`config.mk`:
```
export PLATFORM = sky130hd
export DESIGN_NAME = typing_session_ctrl
export DESIGN_NICKNAME = d
export VERILOG_FILES = /design/src/rtl/typing_session_ctrl_pkg.sv /design/src/rtl/typing_session_ctrl_status_ram.sv /design/src/rtl/typing_session_ctrl.sv
export SDC_FILE = /design/constraint.sdc
export NUM_CORES = 1
export LEC_CHECK = 0
export BUFFER_PORTS_ARGS = -buffer_cell sky130_fd_sc_hd__buf_2
export CORE_MARGIN = 5
export CORE_UTILIZATION = 29
export CTS_CLUSTER_SIZE = 16
export DETAILED_ROUTE_END_ITERATION = 8
export SYNTH_ARGS = -nofsm -noshare
export SYNTH_HDL_FRONTEND = slang
export SYNTH_SLANG_ARGS = --single-unit
```
`constraint.sdc`:
```
create_clock -name clk -period 14.7 [get_ports clk]
set_input_delay 1.47 -clock clk [delete_from_list [all_inputs] [get_ports clk]]
set_output_delay 1.47 -clock clk [all_outputs]
set_load 0.005 [all_outputs]
```
`src/rtl/typing_session_ctrl_pkg.sv`:
```
// Shared types for the typing session controller: status codes, FSM states, counter width.
package typing_pkg;

  localparam int CNT_W = 16;

  typedef enum logic [1:0] {
    ST_UNTYPED = 2'b00,
    ST_CORRECT = 2'b01,
    ST_WRONG   = 2'b10
  } status_e;

  typedef enum logic [1:0] {
    S_CLEAR,
    S_IDLE,
    S_RUN,
    S_DONE
  } state_e;

  function automatic logic [CNT_W-1:0] sat_inc(input logic [CNT_W-1:0] c);
    return (c == {CNT_W{1'b1}}) ? c : c + 1'b1;
  endfunction

endpackage

```
`src/rtl/typing_session_ctrl_status_ram.sv`:
```
// Single-port per-character status RAM, 2 bits per cell, registered read that holds between reads.
module status_ram #(
  parameter int DEPTH = 512,
  parameter int AW    = 9
) (
  input  logic          clk,
  input  logic          reset,
  input  logic          we,
  input  logic          re,
  input  logic [AW-1:0] addr,
  input  logic [1:0]    wdata,
  output logic [1:0]    rdata
);

  logic [1:0] mem [DEPTH];
  logic [1:0] rdata_q;

  always_ff @(posedge clk) begin
    if (we) mem[addr] <= wdata;
  end

  // Read register only updates on a read so the renderer sees a stable value otherwise.
  always_ff @(posedge clk) begin
    if (reset)   rdata_q <= 2'b00;
    else if (re) rdata_q <= mem[addr];
  end

  assign rdata = rdata_q;

endmodule

```
`src/rtl/typing_session_ctrl.sv`:
```
// Typing session sequencer: cursor, score counters, status RAM sweep and read/write arbitration.
// Optional backspace key input is enabled with `define TYPING_BACKSPACE_EN.
module typing_session_ctrl
  import typing_pkg::*;
#(
  parameter int COLS  = 64,
  parameter int ROWS  = 8,
  parameter int COL_W = 6,
  parameter int ROW_W = 3
) (
  input  logic             clk,
  input  logic             reset,
  input  logic             start,
  input  logic             key_valid,
  input  logic             key_correct,
`ifdef TYPING_BACKSPACE_EN
  input  logic             key_back,
`endif
  output logic             key_ready,
  input  logic             disp_req,
  input  logic [COL_W-1:0] disp_col,
  input  logic [ROW_W-1:0] disp_row,
  output logic [1:0]       disp_status,
  output logic             disp_status_valid,
  output logic [COL_W-1:0] cursor_col,
  output logic [ROW_W-1:0] cursor_row,
  output logic [CNT_W-1:0] correct_cnt,
  output logic [CNT_W-1:0] error_cnt,
  output logic             busy,
  output logic             done
);

  localparam int CELLS = COLS * ROWS;
  localparam int AW    = $clog2(CELLS);

  state_e           state_q, state_d;
  logic [AW-1:0]    clr_q, clr_d;
  logic [COL_W-1:0] col_q, col_d;
  logic [ROW_W-1:0] row_q, row_d;
  logic [CNT_W-1:0] cor_q, cor_d, err_q, err_d;
  logic             pend_q, pend_d;
  logic [AW-1:0]    paddr_q, paddr_d;
  logic [1:0]       pdata_q, pdata_d;
  logic             last_q, last_d;
  logic             dvld_q;

  logic          ram_we;
  logic [AW-1:0] ram_addr;
  logic [1:0]    ram_wdata;
  logic [AW-1:0] disp_addr, cur_addr;
  logic          at_last, col_end;

  assign disp_addr = AW'(disp_row) * AW'(COLS) + AW'(disp_col);
  assign cur_addr  = AW'(row_q) * AW'(COLS) + AW'(col_q);
  assign col_end   = (col_q == COL_W'(COLS - 1));
  assign at_last   = col_end && (row_q == ROW_W'(ROWS - 1));

`ifdef TYPING_BACKSPACE_EN
  logic [COL_W-1:0] bk_col;
  logic [ROW_W-1:0] bk_row;
  logic             at_home;
  assign at_home = (col_q == '0) && (row_q == '0);
  assign bk_col  = (col_q == '0) ? COL_W'(COLS - 1) : col_q - 1'b1;
  assign bk_row  = (col_q == '0) ? row_q - 1'b1 : row_q;
`endif

  always_comb begin
    state_d   = state_q;
    clr_d     = clr_q;
    col_d     = col_q;
    row_d     = row_q;
    cor_d     = cor_q;
    err_d     = err_q;
    pend_d    = pend_q;
    paddr_d   = paddr_q;
    pdata_d   = pdata_q;
    last_d    = last_q;
    key_ready = 1'b0;
    ram_we    = 1'b0;
    ram_addr  = disp_addr;
    ram_wdata = ST_UNTYPED;

    case (state_q)
      S_CLEAR: begin
        if (!disp_req) begin
          ram_we   = 1'b1;
          ram_addr = clr_q;
          if (clr_q == AW'(CELLS - 1)) begin
            state_d = S_IDLE;
            clr_d   = '0;
          end else begin
            clr_d = clr_q + 1'b1;
          end
        end
      end
      S_IDLE: begin
        if (start) state_d = S_RUN;
      end
      S_RUN: begin
        key_ready = !pend_q;
        if (pend_q && !disp_req) begin
          ram_we    = 1'b1;
          ram_addr  = paddr_q;
          ram_wdata = pdata_q;
          pend_d    = 1'b0;
          if (last_q) begin
            state_d = S_DONE;
            last_d  = 1'b0;
          end
        end
        if (key_ready && key_valid) begin
          pend_d  = 1'b1;
          paddr_d = cur_addr;
          pdata_d = key_correct ? ST_CORRECT : ST_WRONG;
          if (key_correct) cor_d = sat_inc(cor_q);
          else             err_d = sat_inc(err_q);
          // The final cell keeps the cursor in place; DONE waits for its write to land.
          if (at_last) begin
            last_d = 1'b1;
          end else if (col_end) begin
            col_d = '0;
            row_d = row_q + 1'b1;
          end else begin
            col_d = col_q + 1'b1;
          end
        end
`ifdef TYPING_BACKSPACE_EN
        else if (key_ready && key_back && !at_home) begin
          col_d   = bk_col;
          row_d   = bk_row;
          pend_d  = 1'b1;
          paddr_d = AW'(bk_row) * AW'(COLS) + AW'(bk_col);
          pdata_d = ST_UNTYPED;
        end
`endif
      end
      default: ;
    endcase

    // Restart from RUN/DONE: the sweep rewrites every cell, so a pending write is simply dropped.
    if (start && (state_q == S_RUN || state_q == S_DONE)) begin
      state_d = S_CLEAR;
      clr_d   = '0;
      col_d   = '0;
      row_d   = '0;
      cor_d   = '0;
      err_d   = '0;
      pend_d  = 1'b0;
      last_d  = 1'b0;
      ram_we  = 1'b0;
    end
  end

  always_ff @(posedge clk) begin
    if (reset) begin
      state_q <= S_CLEAR;
      clr_q   <= '0;
      col_q   <= '0;
      row_q   <= '0;
      cor_q   <= '0;
      err_q   <= '0;
      pend_q  <= 1'b0;
      paddr_q <= '0;
      pdata_q <= ST_UNTYPED;
      last_q  <= 1'b0;
      dvld_q  <= 1'b0;
    end else begin
      state_q <= state_d;
      clr_q   <= clr_d;
      col_q   <= col_d;
      row_q   <= row_d;
      cor_q   <= cor_d;
      err_q   <= err_d;
      pend_q  <= pend_d;
      paddr_q <= paddr_d;
      pdata_q <= pdata_d;
      last_q  <= last_d;
      dvld_q  <= disp_req;
    end
  end

  status_ram #(.DEPTH(CELLS), .AW(AW)) u_ram (
    .clk   (clk),
    .reset (reset),
    .we    (ram_we),
    .re    (disp_req),
    .addr  (ram_addr),
    .wdata (ram_wdata),
    .rdata (disp_status)
  );

  assign disp_status_valid = dvld_q;
  assign cursor_col        = col_q;
  assign cursor_row        = row_q;
  assign correct_cnt       = cor_q;
  assign error_cnt         = err_q;
  assign busy              = (state_q == S_CLEAR);
  assign done              = (state_q == S_DONE);

endmodule
```
# After elaboration in Yosys (flattened, before gate mapping)
# Memories as Yosys holds them, arrays and structs flattened. A register that Yosys moved wholly into a read port is not among the register bits.
# Cells that the tools add are included.
# totals
reg_bits,66
mem_bits_rw,1024
input_bits,15
output_inout_bits,47
word_cells,82
mem_count,1
# op_classes
n_addsub,7
n_eq_ne,13
n_mux,26
n_bitwise,5
n_reduce_logical,19
# mem_list
memory,words,word_bits,read_ports,rd_clocked_by_memory_dff,wr,line,text
u_ram.mem,512,2,1,1,1,typing_session_ctrl_status_ram.sv:15,logic [1:0] mem [DEPTH];
# ops
cell,n
16-bit by 1-bit adder with 16-bit output (second input constant),2
16-bit equality test (second input constant),2
9-bit 2-to-1 mux,3
9-bit by 6-bit adder with 9-bit output,2
9-bit case mux with 2 select lines,1
2-bit 2-to-1 mux,8
4-bit AND reduction,3
1-bit 2-to-1 mux,11
9-bit by 1-bit adder with 9-bit output (second input constant),1
9-bit equality test (second input constant),1
2-bit != test (second input constant),4
6-bit by 1-bit adder with 6-bit output (second input constant),1
6-bit equality test (second input constant),1
6-bit 2-to-1 mux,1
2-bit case mux with 3 select lines,1
2-bit AND reduction,3
6-bit AND reduction,1
1-bit NOT,5
2-bit equality test (second input constant),2
1-bit logical AND,4
3-bit by 1-bit adder with 3-bit output (second input constant),1
3-bit equality test (second input constant),1
3-bit AND reduction,1
3-bit nonzero test,1
8 further kinds,9

# Longest topological paths before layout
# Gate-level depths: netlist (run 1).
# logic_depth
depth_word,7
mapped_depth,17
ltp_nobuf,12

# Modules after synthesis
# Synthesis (run 1) repeated with hierarchy kept, for this count alone.
# hier_totals
cells_unflattened,2866
area_unflattened_um2,45788.9
# modules_own_cells
module,n_inst,cells_each,area_per_inst_um2,seq_area_each_um2
status_ram,1,2458,42360.6,30789.5
typing_session_ctrl,1,408,3428.3,1321.3

# Least setup slack after synthesis (run 1)
# No wires, ideal clock.
# synth_timing
path_type,input -> register
startpoint,in disp_req
endpoint,"mem u_ram.mem[0][0], data pin"
arrival_ps,8312
required_time_ps,13154
path_slack_ps,4842
stages,3
path_cell_list,and3b_1 buf_2 and2_1
# synth_between
elab_chain_len,4
# synth_lines
element,line,text
start: declaration,typing_session_ctrl.sv:20,"input logic disp_req,"
1-bit logical NOT,typing_session_ctrl.sv:101,if (pend_q && !disp_req) begin
1-bit logical AND,typing_session_ctrl.sv:101,
2-bit 2-to-1 mux,typing_session_ctrl.sv:101,
2-bit 2-to-1 mux,typing_session_ctrl.sv:83,case (state_q)
named net ram_wdata[0],typing_session_ctrl.sv:49,logic [1:0] ram_wdata;
end: declaration,typing_session_ctrl_status_ram.sv:15,
# The timed path passes the listed nets, and every way through them passes these cells.

# Final worst setup path (run 1)
# layout_timing
startpoint,in disp_req
endpoint,"reg u_ram.rdata_q[1], in the netlist u_ram.rdata[1] (read register of u_ram.mem)"
# layout_between
elab_chain_len,4
word_cells_on_any_way,5
# layout_lines
element,line,text
1-bit logical NOT,typing_session_ctrl.sv:101,
1-bit logical AND,typing_session_ctrl.sv:101,
9-bit 2-to-1 mux,typing_session_ctrl.sv:101,
9-bit case mux with 2 select lines,typing_session_ctrl.sv:83,
end: declaration,typing_session_ctrl_status_ram.sv:16,logic [1:0] rdata_q;
# Parallel ways exist; a longest one is shown, timed or not.
# A chain may end at the register's enable or synchronous reset.

==> results.md, run 1 <==
* Initial core utilization at 0.291
* Post-CTS sizing at 0
* Maximum vdd drop at 0.103 mV
* Vias in the first global route at 26700
* Largest net degree at the start of global routing at 241
* Min-Delay Path Class: flip-flop to flip-flop
* Top cell type's share of synthesized area at 0.717
* Clk pwr share at 0.402
* Mapped Avg Cell Area at 13.9 um2
* Synth Flop Type: edfxtp_1
* # setup viols final at 0
* Die Width at 394 um
* Antenna viol nets, final at 0
* RSZ-0062 raised after global routing: false
* Slew @ Worst Pin at 1.41 ns
* Post-synth top area cell: edfxtp_1
* All-Layer GR Usage at 0.135
* Setup TNS at 0 ns
* Rel. slew slack at 0.0601
* Switching part of the total at 0.249
* Compound-gate portion of the synthesized area at 0.123
* Comb power frac at 0.100
* Status: finished with violations
* P_leak at 14.5 nW
* Worst Reg-to-Reg Cells at 14
* Vias at 26700
* Synth top cells by count: edfxtp_1, nor2_1, nand2_1, a21oi_1, a222oi_1
* Fin crit share at 0.381
* Share of cells above drive strength 1 at 0.0970
* Register share of total power at 0.499
* XOR/XNOR Fraction of Synth Area at 0.00654
* Post-synth EDFFs at 1024
* Largest family of logic cells by synthesized area: compound AO/OA/AOI/OAI gates
* Most frequent cell after synthesis: edfxtp_1
* Cell Pwr Density at 139 nW/um2
* Clock buffer depth at 3
* Total Wirelength at 110000 um
* Seq/Total Area, Yosys at 0.749
* # diodes at 0
* Netlist cell types at 61
* Clock Latency Late Sink at 0.68 ns
* Failing checks: DRC
* Synthesized instance count at 3080
* Adder-cell share of the synthesized area at 0.00321
* 1st-iter DRT viols at 3741
* Mapped Nets at 3106
* PortBufs at 61
* Grt ovf at 0
* Worst path required time at 15.26 ns
* Largest stage delay, worst path at 0.76 ns
* Crit end category: flip-flop
* Worst path slowest cell: o21ai_0
* Final Cell Area at 48600 um2
* Syn Std Cell Area at 42900 um2
* Final hold vios at 0
* Synth-to-layout area growth at 13.4%
* Ys async rst share at 0
* Die Y at 394 um
* Synthesized flop and latch total at 1092
* NumNets Final at 3076
* Die Area at 156000 um2
* Routed len/inst at 21.6 um
* CP arrival at 6.16 ns
* TritonCTS clock tree: done
* Fmax at 0.178 GHz
* Cells on Worst Hold Path at 2
* Critical path startpoint category: primary input
* GPL Wtd Cong at 0.765
* Clock root cell: clkbuf_16
* Sink Count at 1092
* DRT Pass-1 Iters at 9
* Total of warnings raised by yosys at 0
* Cell Rows at 141
* Post-CTS repair timing setup buffer count at 0
* Cts bufs inserted at 108
* First-pass GRT wire length at 165000 um
* Core area at 147000 um2
* Initial antenna violation count at 1
* CTS H-tree depth at 3
* Slew Limit Fails at 0
* Clk_skew at 0.0259 ns
* Period minus WS final at 5.61 ns
* DP HPWL at 57800 um
* Highest net fanout along the worst path at 153
* # IOs at 62
* Critical-path cell list: buf_2 > nor2_1 > o211a_4 > buf_12 > buf_4 > a222oi_1 > a21oi_1 > o41ai_1 > nand2_1 > o21ai_0 > o211ai_1 > o31a_1
* Setup CP Type: primary input to flip-flop
* Max Cap Viol at 0
* Vias/cell at 5.26
* CTS Hold Bufs at 0
* # DRC at 2
* Mux contribution to synthesized area at 0.00149
* Simple-gate share of the synthesized area at 0.0920
* Cell Area, Placed at 45100 um2
* P_sw at 0.00168 W
* Internal power at 0.00507 W
* Top post-synthesis cells by area: edfxtp_1, nor2_1, a222oi_1, dfxtp_1, a21oi_1
* Reg clk slew, reported paths at 0.06 ns
-- routing by layer --
metal | up-vias | GRT usage | routed length (um) | part of all wire
li1 | 11900 | - | - | -
met3 | 171 | 0.0212 | 8390 | 0.077
met1 | 13500 | 0.186 | 46200 | 0.42
met2 | 1090 | 0.222 | 52400 | 0.48
met5 | - | 0 | 7 | 0.000064
met4 | 2 | 0.0362 | 2590 | 0.024
-- state kept, by name (all words and copies together) (netlist names), 3 cells and up --
signal	flops
u_ram.mem	1024
clr_q	9
cursor_col	6
correct_cnt	16
paddr_q	9
cursor_row	3
error_cnt	16
-- power by group through the flow --
stage / combinational [W] / clock, W / sequential (W)
floorplan: 0.000426 / 0 / 0.00343
global placement: 0.000670 / 0 / 0.00343
detailed placement: 0.000671 / 0 / 0.00343
CTS: 0.000673 / 0.00276 / 0.00336
global route: 0.000715 / 0.00289 / 0.00336
finish: 0.000672 / 0.00271 / 0.00336
-- critical path: cells and delay by family --
kind,cells,cell delay (ns)
AOI/OAI and AO/OA,7,2.85
buffers and inverters,3,1.21
and+or+nand+nor,2,0.36
-- layout make-up --
type / count / area (um2)
flip-flops and latches: 1092 / 32100
multi-input cells: 1731 / 9860
inverters: 9 / 33.8
clock buffers: 133 / 2900
repair buffers: 108 / 721
well taps: 1930 / 2410
fillers: 14200 / 98700
clock inverters: 71 / 579
-- placed cells by master, fill, tap and decap left out, types with 5 or more instances in the layout --
cell,n
edfxtp_1,1024
nor2_1,571
nand2_1,294
a21oi_1,235
a222oi_1,202
clkbuf_16,112
dfxtp_1,68
buf_2,61
a22o_1,60
a221oi_1,56
buf_4,42
o41ai_1,36
o21ai_0,33
o22ai_1,31
clkinv_1,27
xor2_1,26
clkinv_2,24
clkbuf_1,19
nand4_1,17
nand3_1,16
nor4_1,15
o21a_1,12
ha_1,11
nor3_1,10
inv_1,9
nand3_2,9
or3_1,8
bufinv_16,8
nand2_2,7
nor2b_1,6
and2_1,6
xnor2_1,6
a22oi_1,5
and3_1,5
mux2i_1,5
clkinvlp_4,5
buf_12,5
-- cells by family after synthesis --
family	after synthesis
flip-flops	1092
AO/OA/AOI/OAI	697
adder cells (fa/ha/maj)	11
multiplexers	6
XOR/XNOR	32
buffers and inverters	257
AND/OR/NAND/NOR	985
-- through the flow --
step / power (W) / utilization / cells / setup WS [ns] / hold WS (ns)
global route: 0.00697 / 0.330 / 5074 / 8.99 / 0.494
global placement: 0.00410 / 0.306 / 4870 / 8.41 / 0.450
finish: 0.00674 / 0.330 / 5074 / 9.09 / 0.454
CTS: 0.00679 / 0.330 / 5074 / 9.17 / 0.456
detailed placement: 0.00410 / 0.306 / 4870 / 8.48 / 0.448
floorplan: 0.00385 / - / 3080 / 4.84 / 0.430
-- final timing paths --
kind	start	to	slack, ns
setup reg to reg	state_q[0]	u_ram.rdata[1]	9.24
hold / removal	pdata_q[0]	pdata_q[0]	0.45
hold reg to reg	pdata_q[0]	pdata_q[0]	0.45
setup / recovery	disp_req	u_ram.rdata[1]	9.09
Note: power is estimated with default switching activity, not from simulation.
==> run 2: changes to the inputs <==
==> constraint.sdc (replaced) <==
create_clock -name clk -period 5.12 [get_ports clk]
set_input_delay 0.512 -clock clk [delete_from_list [all_inputs] [get_ports clk]]
set_output_delay 0.512 -clock clk [all_outputs]
set_load 0.005 [all_outputs]
==> results.md, run 2 (synthesis gave the netlist of run 1 again) <==
* Sink Count at 1092 (unchanged)
* DRT Pass-1 Iters at 9 (unchanged)
* Largest stage delay, worst path at 0.85 ns (+0.09 ns)
* Flop-to-flop setup slack at 0.51 ns (-8.73 ns)
* Die Y at 394 um (unchanged)
* Cell Area, Placed at 45700 um2 (+1.3%)
* Hold EP: correct_cnt[12]
* Cell Rows at 141 (unchanged)
* Fin crit share at 0.901
* Share of cells above drive strength 1 at 0.111 (+0.0142)
* Setup CP Type: flip-flop to flip-flop
* Core area at 147000 um2 (unchanged)
* Status: finished with violations
* Die Area at 156000 um2 (unchanged)
* Vias at 27200 (+1.7%)
* P_leak at 14.8 nW (+2.0%)
* Period minus WS final at 4.61 ns
* # setup viols final at 0 (unchanged)
* Clock root cell: clkbuf_16
* Largest Register: u_ram.mem
* # DRC at 4 (+2)
* Worst hold slack at 0.181 ns (-0.273 ns)
* Clock Latency Late Sink at 0.69 ns (about the same)
* RSZ-0062 raised after global routing: false
* First-pass GRT wire length at 168000 um (+2.1%)
* NumNets Final at 3128 (+1.7%)
* Slew @ Worst Pin at 1.28 ns (-0.129 ns)
* PortBufs at 61 (unchanged)
* Failing checks: DRC
* 1st-iter DRT viols at 3762 (+0.56%)
* Max Cap Viol at 0 (unchanged)
* Rel. slew slack at 0.143 (+0.0828)
* Worst path slowest cell: a222oi_1
* Max FFs per register at 1024 (unchanged)
* Worst path required time at 5.76 ns (-9.50 ns)
* Die Width at 394 um (unchanged)
* CP Depth at 12 (unchanged)
* DP HPWL at 63000 um (+9.1%)
* Final hold vios at 0 (unchanged)
* Commonest non-fill, non-tap cell in the layout: edfxtp_1
* Worst Hold Launch: key_correct
* CTS H-tree depth at 3 (unchanged)
* TritonCTS clock tree: done
* Routed len/inst at 22.0 um (+1.9%)
* Fin worst setup slack at 0.507 ns (-8.59 ns)
* Cell family with the largest share of critical-path delay: simple AND/OR/NAND/NOR gates
* Critical-path cell list: inv_1 > ha_1 > mux2i_2 > or2_1 > a222oi_1 > nand2b_1 > nor2_1 > nand2_1 > o22ai_1 > nor3_1 > nand3_1 > o21a_1
* All-Layer GR Usage at 0.138 (+0.00343)
* Synth-to-layout area growth at 14.7%
* Crit end category: flip-flop
* CP bufs+invs at 1 (-2)
* Post-CTS sizing at 0 (unchanged)
* R2R Path Start: state_q[0]
* Place WS at 0.610 ns (-7.87 ns)
* Grt ovf at 0 (unchanged)
* Initial antenna violation count at 4 (+3)
* CTS Hold Bufs at 0 (unchanged)
* Cells on Worst Hold Path at 3 (+1)
* Total Wirelength at 113000 um (+2.9%)
* Most frequent cells in the layout: edfxtp_1, nor2_1, nand2_1, a21oi_1, a222oi_1
* Min-Delay Path Class: primary input to flip-flop
* # IOs at 62 (unchanged)
* Post-CTS repair timing setup buffer count at 0 (unchanged)
* Clk_skew at 0.0225 ns (-0.00343 ns)
* CP arrival at 5.25 ns (-0.91 ns)
* Final cell count without fillers at 5125 (+1.0%)
* RR Endpoint: u_ram.rdata[0]
* Fmax at 0.217 GHz
* Slew Limit Fails at 0 (unchanged)
* Reg clk slew, reported paths at 0.06 ns (about the same)
* Cell Pwr Density at 395 nW/um2 (+180%)
* Vias in the first global route at 26800 (+0.68%)
* Initial core utilization at 0.291 (unchanged)
* Antenna viol nets, final at 0 (unchanged)
* Vias/cell at 5.30 (+0.68%)
* Largest net degree at the start of global routing at 121 (-50%)
* Maximum vdd drop at 0.332 mV (+220%)
* Clock buffer depth at 3 (unchanged)
* Worst Reg-to-Reg Cells at 12 (-2)
* Highest net fanout along the worst path at 17 (-89%)
* Final Cell Area at 49200 um2 (+1.1%)
* GPL Wtd Cong at 0.792 (+3.6%)
* Setup TNS at 0 ns (unchanged)
* Critical path startpoint category: flip-flop
* Cts bufs inserted at 107 (-0.93%)
* Placed Instances at 4923 (+1.1%)
run 2: cell types whose count changed in the layout (fill, tap and decap cells not counted), moves of 3 or more:
cell / previous run / this run
clkbuf_1: 19 / 22
buf_4: 42 / 80
buf_12: 5 / 20
clkinv_2: 24 / 19
diode_2: 0 / 3
clkbuf_8: 2 / 5
clkinv_1: 27 / 22
run 2: area by class of cell:
cell class,instances,area (um2)
Timing Repair Buffer,161,1310
Antenna cell,3,7.51
Fill cell,14300,98100
Inverter,9,33.8
Tap cell,1930,2410
Multi-Input combinational cell,1731,9860
Clock buffer,139,2910
Clock inverter,60,529
Sequential cell,1092,32100
run 2: worst reg2reg max path, cell delays in order (launching register included):
cell      delay (ns)
dfxtp_1         0.38
inv_1           0.09
ha_1            0.32
mux2i_2         0.23
or2_1           0.39
a222oi_1        0.86
nand2b_1        0.37
nor2_1          0.54
nand2_1         0.55
o22ai_1         0.43
nor3_1          0.17
nand3_1         0.14
o21a_1          0.11
run 2: worst max-delay path by stage:
stage | end | start | slack [ns]
floorplan | u_ram.mem[0][0] | state_q[0] | -0.18
global placement | u_ram.rdata[1] | disp_req | 0.58
detailed placement | u_ram.rdata[0] | state_q[0] | 0.61
CTS | u_ram.rdata[0] | state_q[0] | 0.66
global route | u_ram.rdata[0] | state_q[0] | 0.41
finish | u_ram.rdata[0] | state_q[0] | 0.51
run 2: layer usage:
metal	share of wire	GRT usage	wire length, um	vias up
li1	-	-	-	12000
met1	0.42	0.189	46900	13800
met2	0.48	0.228	54400	1165
met3	0.078	0.0241	8750	175
met4	0.024	0.0381	2730	2
met5	0.000098	0	11	-
run 2: power by group:
group	total (W)	switching, W	internal (W)
combinational	0.00205	0.00148	0.000564
sequential	0.00966	0.0000184	0.00964
clock	0.00774	0.00333	0.00441
run 2: stage by stage:
| stage | utilization | total power, W |
|---|---|---|
| 3_5_place_dp | 0.310 | 0.0119 |
| 2_1_floorplan | - | 0.0111 |
| 4_1_cts | 0.334 | 0.0196 |
| 6_report | 0.334 | 0.0194 |
| 5_1_grt | 0.334 | 0.0201 |
| 3_3_place_gp | 0.310 | 0.0119 |
